### src/rtl/trash_fetch.sv
// Program store and instruction fetch for the trash execute core: loads up to
// PROG_DEPTH words, then sequences a pc and issues words over valid/ready.
module trash_fetch #(
   parameter int PROG_DEPTH = 8,
   parameter int ADDR_W     = 3,
   parameter int INSTR_W    = 15
) (
   input  logic               clk,
   input  logic               reset,
   input  logic               load_en,
   input  logic               load_valid,
   input  logic [INSTR_W-1:0] load_data,
   input  logic               run,
   output logic [INSTR_W-1:0] instr,
   output logic               instr_valid,
   input  logic               instr_ready,
   input  logic               jump_en,
   input  logic [ADDR_W-1:0]  jump_addr,
   output logic [ADDR_W-1:0]  pc,
   output logic [ADDR_W:0]    prog_count,
   output logic               prog_full,
   output logic               overflow,
   output logic               busy
);

   typedef enum logic [1:0] {IDLE, LOAD, FETCH, ISSUE} state_t;

   state_t               state_q, state_d;
   logic [ADDR_W-1:0]    pc_q, pc_d, wr_ptr_q, wr_ptr_d, pc_next;
   logic [ADDR_W:0]      count_q, count_d;
   logic [INSTR_W-1:0]   instr_q, instr_d;
   logic                 vld_q, vld_d, ovf_q, ovf_d;
   logic                 mem_we, full, accept;
   logic [INSTR_W-1:0]   mem [PROG_DEPTH];

   assign full   = (count_q == (ADDR_W+1)'(PROG_DEPTH));
   assign accept = vld_q & instr_ready;

   // Out-of-range jump targets restart the program rather than run stale words.
   always_comb begin
      pc_next = pc_q + 1'b1;
      if (jump_en) begin
         pc_next = ({1'b0, jump_addr} < count_q) ? jump_addr : '0;
      end else if ({1'b0, pc_q} == count_q - 1'b1) begin
         pc_next = '0;
      end
   end

   always_comb begin
      state_d  = state_q;
      pc_d     = pc_q;
      wr_ptr_d = wr_ptr_q;
      count_d  = count_q;
      instr_d  = instr_q;
      vld_d    = vld_q;
      ovf_d    = ovf_q;
      mem_we   = 1'b0;
      case (state_q)
         IDLE: begin
            if (load_en) begin
               state_d  = LOAD;
               wr_ptr_d = '0;
               count_d  = '0;
               ovf_d    = 1'b0;
            end else if (run && count_q != '0) begin
               state_d = FETCH;
               pc_d    = '0;
            end
         end
         LOAD: begin
            if (load_valid) begin
               if (!full) begin
                  mem_we   = 1'b1;
                  wr_ptr_d = wr_ptr_q + 1'b1;
                  count_d  = count_q + 1'b1;
               end else begin
                  ovf_d = 1'b1;
               end
            end
            if (!load_en) state_d = IDLE;
         end
         FETCH: begin
            if (run) begin
               instr_d = mem[pc_q];
               vld_d   = 1'b1;
               state_d = ISSUE;
            end else begin
               vld_d   = 1'b0;
               state_d = IDLE;
            end
         end
         ISSUE: begin
            if (accept) begin
               vld_d   = 1'b0;
               pc_d    = pc_next;
               state_d = run ? FETCH : IDLE;
            end else if (!run) begin
               vld_d   = 1'b0;
               state_d = IDLE;
            end
         end
         default: state_d = IDLE;
      endcase
   end

   always_ff @(posedge clk or posedge reset) begin
      if (reset) begin
         state_q  <= IDLE;
         pc_q     <= '0;
         wr_ptr_q <= '0;
         count_q  <= '0;
         instr_q  <= '0;
         vld_q    <= 1'b0;
         ovf_q    <= 1'b0;
      end else begin
         state_q  <= state_d;
         pc_q     <= pc_d;
         wr_ptr_q <= wr_ptr_d;
         count_q  <= count_d;
         instr_q  <= instr_d;
         vld_q    <= vld_d;
         ovf_q    <= ovf_d;
      end
   end

   // Program storage carries no reset; prog_count alone marks what is valid.
   always_ff @(posedge clk) begin
      if (mem_we) mem[wr_ptr_q] <= load_data;
   end

   assign instr       = instr_q;
   assign instr_valid = vld_q;
   assign pc          = pc_q;
   assign prog_count  = count_q;
   assign prog_full   = full;
   assign overflow    = ovf_q;
   assign busy        = (state_q == FETCH) || (state_q == ISSUE);

endmodule

### config.mk
export PLATFORM = sky130hd
export DESIGN_NAME = trash_fetch
export DESIGN_NICKNAME = d
export VERILOG_FILES = /design/src/rtl/trash_fetch.sv
export SDC_FILE = /design/constraint.sdc
export NUM_CORES = 1
export LEC_CHECK = 0
export ABC_AREA = 1
export BUFFER_PORTS_ARGS = -buffer_cell sky130_fd_sc_hd__clkbuf_2
export CAP_MARGIN = 20
export CORE_UTILIZATION = 55
export CTS_BUF_LIST = sky130_fd_sc_hd__clkbuf_8
export DETAILED_ROUTE_END_ITERATION = 16
export GPL_TIMING_DRIVEN = 0
export PLACE_DENSITY = 0.77
export SETUP_SLACK_MARGIN = 0.05
export SYNTH_ARGS = -nofsm -noshare
export SYNTH_HDL_FRONTEND = slang
export SYNTH_SLANG_ARGS = --single-unit
### constraint.sdc
create_clock -name clk -period 4.7 [get_ports clk]
set_input_delay 1.41 -clock clk [delete_from_list [all_inputs] [get_ports clk]]
set_output_delay 1.41 -clock clk [all_outputs]
set_load 0.01 [all_outputs]
==> impl_metrics.json <==
{
  "finalCritPeriodShare": 0.650,
  "final_cell_mix": "edfxtp_1 (120), nor2_1 (99), nand2_1 (76)",
  "critical_path.startpoint_type": "flip-flop",
  "tightest_hold_check_type": "flip-flop to flip-flop",
  "path_common_cell": "inv_1",
  "synth_cells": 539,
  "synth_sequential_area_ratio": 0.694,
  "timing.fmax_ghz": 0.327,
  "post_synth_instance_area_mm2": 0.00624,
  "finalSetupViolations": 0,
  "detail_route.vias_per_cell": 5.70,
  "worst_r2r_startpoint": "prog_count[0]$_DFFE_PP0P_",
  "n_antenna_cell": 0,
  "netlist_top_cells_area": "edfxtp_1 (58%), dfrtp_1 (12%), nor2_1 (6.0%)",
  "cts_inserted_buffers": 17,
  "design.final.nets": 640,
  "min-delay-start": "instr[0]$_DFFE_PP0P_",
  "dieWidth_um": 108,
  "worstPathRequired_ns": 3.29,
  "timing.critical_path.to_type": "primary output",
  "warnings_synthesis": 0,
  "dpl_cell_area_mm2": 0.00669,
  "timing.max_slew.rel_slack": 0.273,
  "cp_cell_sequence": "inv_1, ha_1, nand3_1, inv_1, clkbuf_2",
  "max-cap-violations": 0,
  "syn_nets": 570,
  "route.detailed.wl_per_inst_um": 18.3,
  "drt_pass1_iterations": 5,
  "synth_largest_type_area_fraction": 0.578,
  "die_boundary_height_um": 108,
  "fin_cells": 762,
  "initial_utilization": 0.570,
  "clock-skew-final_ns": 0.0134,
  "timing.setup.critical_path_class": "flip-flop to primary output",
  "io_pins": 51,
  "register_area_mm2": 0.00433,
  "crit_path_max_incr_delay_ns": 0.47,
  "multi_input_comb_area_mm2": 0.00168,
  "drcViolationCount": 0,
  "clk-insertion-delay-late_ns": 0.45,
  "outcome": "finished, final reports clean",
  "drive_above_1_share": 0.198,
  "antenna_found_initial": 0,
  "place_congestion": 0.791,
  "area_growth_syn_to_layout_pct": 13.9,
  "layout.cell_area.non_filler_mm2": 0.00711,
  "design.die.area_mm2": 0.0118,
  "grt_util_met1": 0.312,
  "power.ir.vdd_worst_v": 0.000237,
  "core-area_mm2": 0.0109,
  "most_common_cell_after_layout_fill_and_taps_aside": "edfxtp_1",
  "clock-root-buffer": "clkbuf_8",
  "cts_repair_resize_count": 0,
  "detailed_route_wl_um": 13900,
  "cts_hold_buffers_added": 0,
  "ff2ff_path_depth": 9,
  "total_power_of_the_final_layout_mw": 3.81,
  "grt_most_used_layer": "met2",
  "max_slew.worst_pin.slew_ns": 1.09,
  "yosysUniqueCellTypes": 28,
  "largest_net_degree_at_the_start_of_global_routing": 24,
  "crit_reg_reg_endpoint": "mem[3][11]$_DFFE_PP_",
  "post_synth.cell_area_avg_um2": 11.6,
  "cpMaxStageDelayCell": "dfrtp_1",
  "row_count": 38,
  "clk_pin_slew_ns": 0.08,
  "report.final.hold_viol_count": 0,
  "synth.ff_latch_count": 149,
  "first_pass_grt_wire_length_um": 21100,
  "tritoncts_sinks": 149,
  "cp_max_fo": 6,
  "setup.reg_to_reg.worst_slack_ns": 2.01,
  "antenna_left": 0,
  "timing.hold.ws_ns": 0.484,
  "p_leak_nw": 2.77,
  "cellPowerDensity_mw_per_mm2": 536,
  "cts_post_setup_buffers_inserted": 0,
  "global_route.usage.total": 0.253,
  "rsz_0062_raised_after_global_routing": "no",
  "vias_in_the_first_global_route": 4183,
  "place.detailed.hpwl_um": 8960,
  "grt_use_met3": 0.0627,
  "yosys.area.top_type": "edfxtp_1",
  "tritoncts": "yes",
  "filler_cell_count": 796,
  "slew_violations": 0,
  "total_congestion_overflow": 0,
  "hold_path_depth": 2,
  "port-buffer-count": 50,
  "grt_util_met2": 0.422,
  "clock_path_buffers": 2,
  "finalCriticalPeriod_ns": 3.06,
  "detailedRoute.firstIterationViolations": 483,
  "final_tns_setup_ns": 0,
  "htree_num_levels": 4,
  "critPathArrivalTime_ns": 1.65,
  "vias": 4347,
  "dp.cells": 730,
  "min_delay_worst_endpoint": "instr[0]$_DFFE_PP0P_"
}
-- metrics by stage --
stage | utilization | setup slack [ns]
floorplan | - | 1.96
detailed placement | 0.612 | 1.42
global route | 0.650 | 1.51
finish | 0.650 | 1.64
global placement | 0.609 | 1.52
CTS | 0.650 | 1.63
-- critical path: cells and delay by family, from the launching register on --
family / cells / cell delay [ns]
adder cells (fa/ha/maj): 1 / 0.21
buffers and inverters: 3 / 0.39
flip-flops: 1 / 0.47
AND/OR/NAND/NOR: 1 / 0.12
-- synth_stat cells --
cell           instances
a21oi_1                5
buf_1                  1
buf_2                 13
buf_6                  1
clkbuf_1              10
dfrtp_1               29
dlygate4sd1_1          1
edfxtp_1             120
ha_1                   6
inv_1                 22
inv_2                  2
inv_4                  2
nand2_1               76
nand2_2                2
nand2_4                4
nand3_1               25
nand4_1                1
nor2_1                99
nor2_2                10
nor2_4                 2
o211ai_1              30
o21ai_0               67
o21ai_1                1
o21ai_2                4
o221ai_1               1
or2_2                  2
xnor2_1                1
xor2_1                 2
-- cell type report --
cell class / count / area share
Tap cell: 140 / 0.0247
Clock buffer: 19 / 0.0368
Inverter: 26 / 0.0144
Clock inverter: 13 / 0.0217
Sequential cell: 149 / 0.609
Timing Repair Buffer: 51 / 0.0391
Buffer: 26 / 0.0178
Multi-Input combinational cell: 338 / 0.236
-- registers in the layout (all words and copies together), names as in the netlist --
name and cells:
instr 15, instr_valid 1, mem 120, overflow 1
pc 3, prog_count 4, state_q 2, wr_ptr_q 3
-- cell families (layout without fill, tap and decap cells) --
group / after synthesis / count (layout) / share of synthesized area
flip-flops: 149 / 149 / 0.694
AO/OA/AOI/OAI: 108 / 108 / 0.102
AND/OR/NAND/NOR: 221 / 221 / 0.151
XOR/XNOR: 3 / 3 / 0.00421
buffers and inverters: 52 / 135 / 0.0367
adder cells (fa/ha/maj): 6 / 6 / 0.0120
-- worst max path at each step --
stage                                    startpoint                   to  slack, ns  cells past startpoint
final                     prog_count[0]$_DFFE_PP0P_            prog_full       1.64                      5
after global routing      prog_count[0]$_DFFE_PP0P_            prog_full       1.51                      5
after CTS                 prog_count[0]$_DFFE_PP0P_            prog_full       1.63                      5
after detailed placement                    load_en  mem[3][5]$_DFFE_PP_       1.42                      9
after global placement                      load_en  mem[7][0]$_DFFE_PP_       1.52                      9
after floorplan                             load_en  mem[0][0]$_DFFE_PP_       1.96                      8
-- report_power, final --
part	switching (mW)	total, mW	internal (mW)
registers	0.102	1.72	1.62
clock network	0.481	1.03	0.551
logic	0.711	1.06	0.346
total	1.29	3.81	2.51
-- routing by layer --
layer | wire, µm | share of wire
met3 | 1110 | 0.080
met5 | 0 | 0
met2 | 6740 | 0.48
met1 | 5620 | 0.40
met4 | 462 | 0.033
No activity file was read; power rests on OpenSTA's default activity.
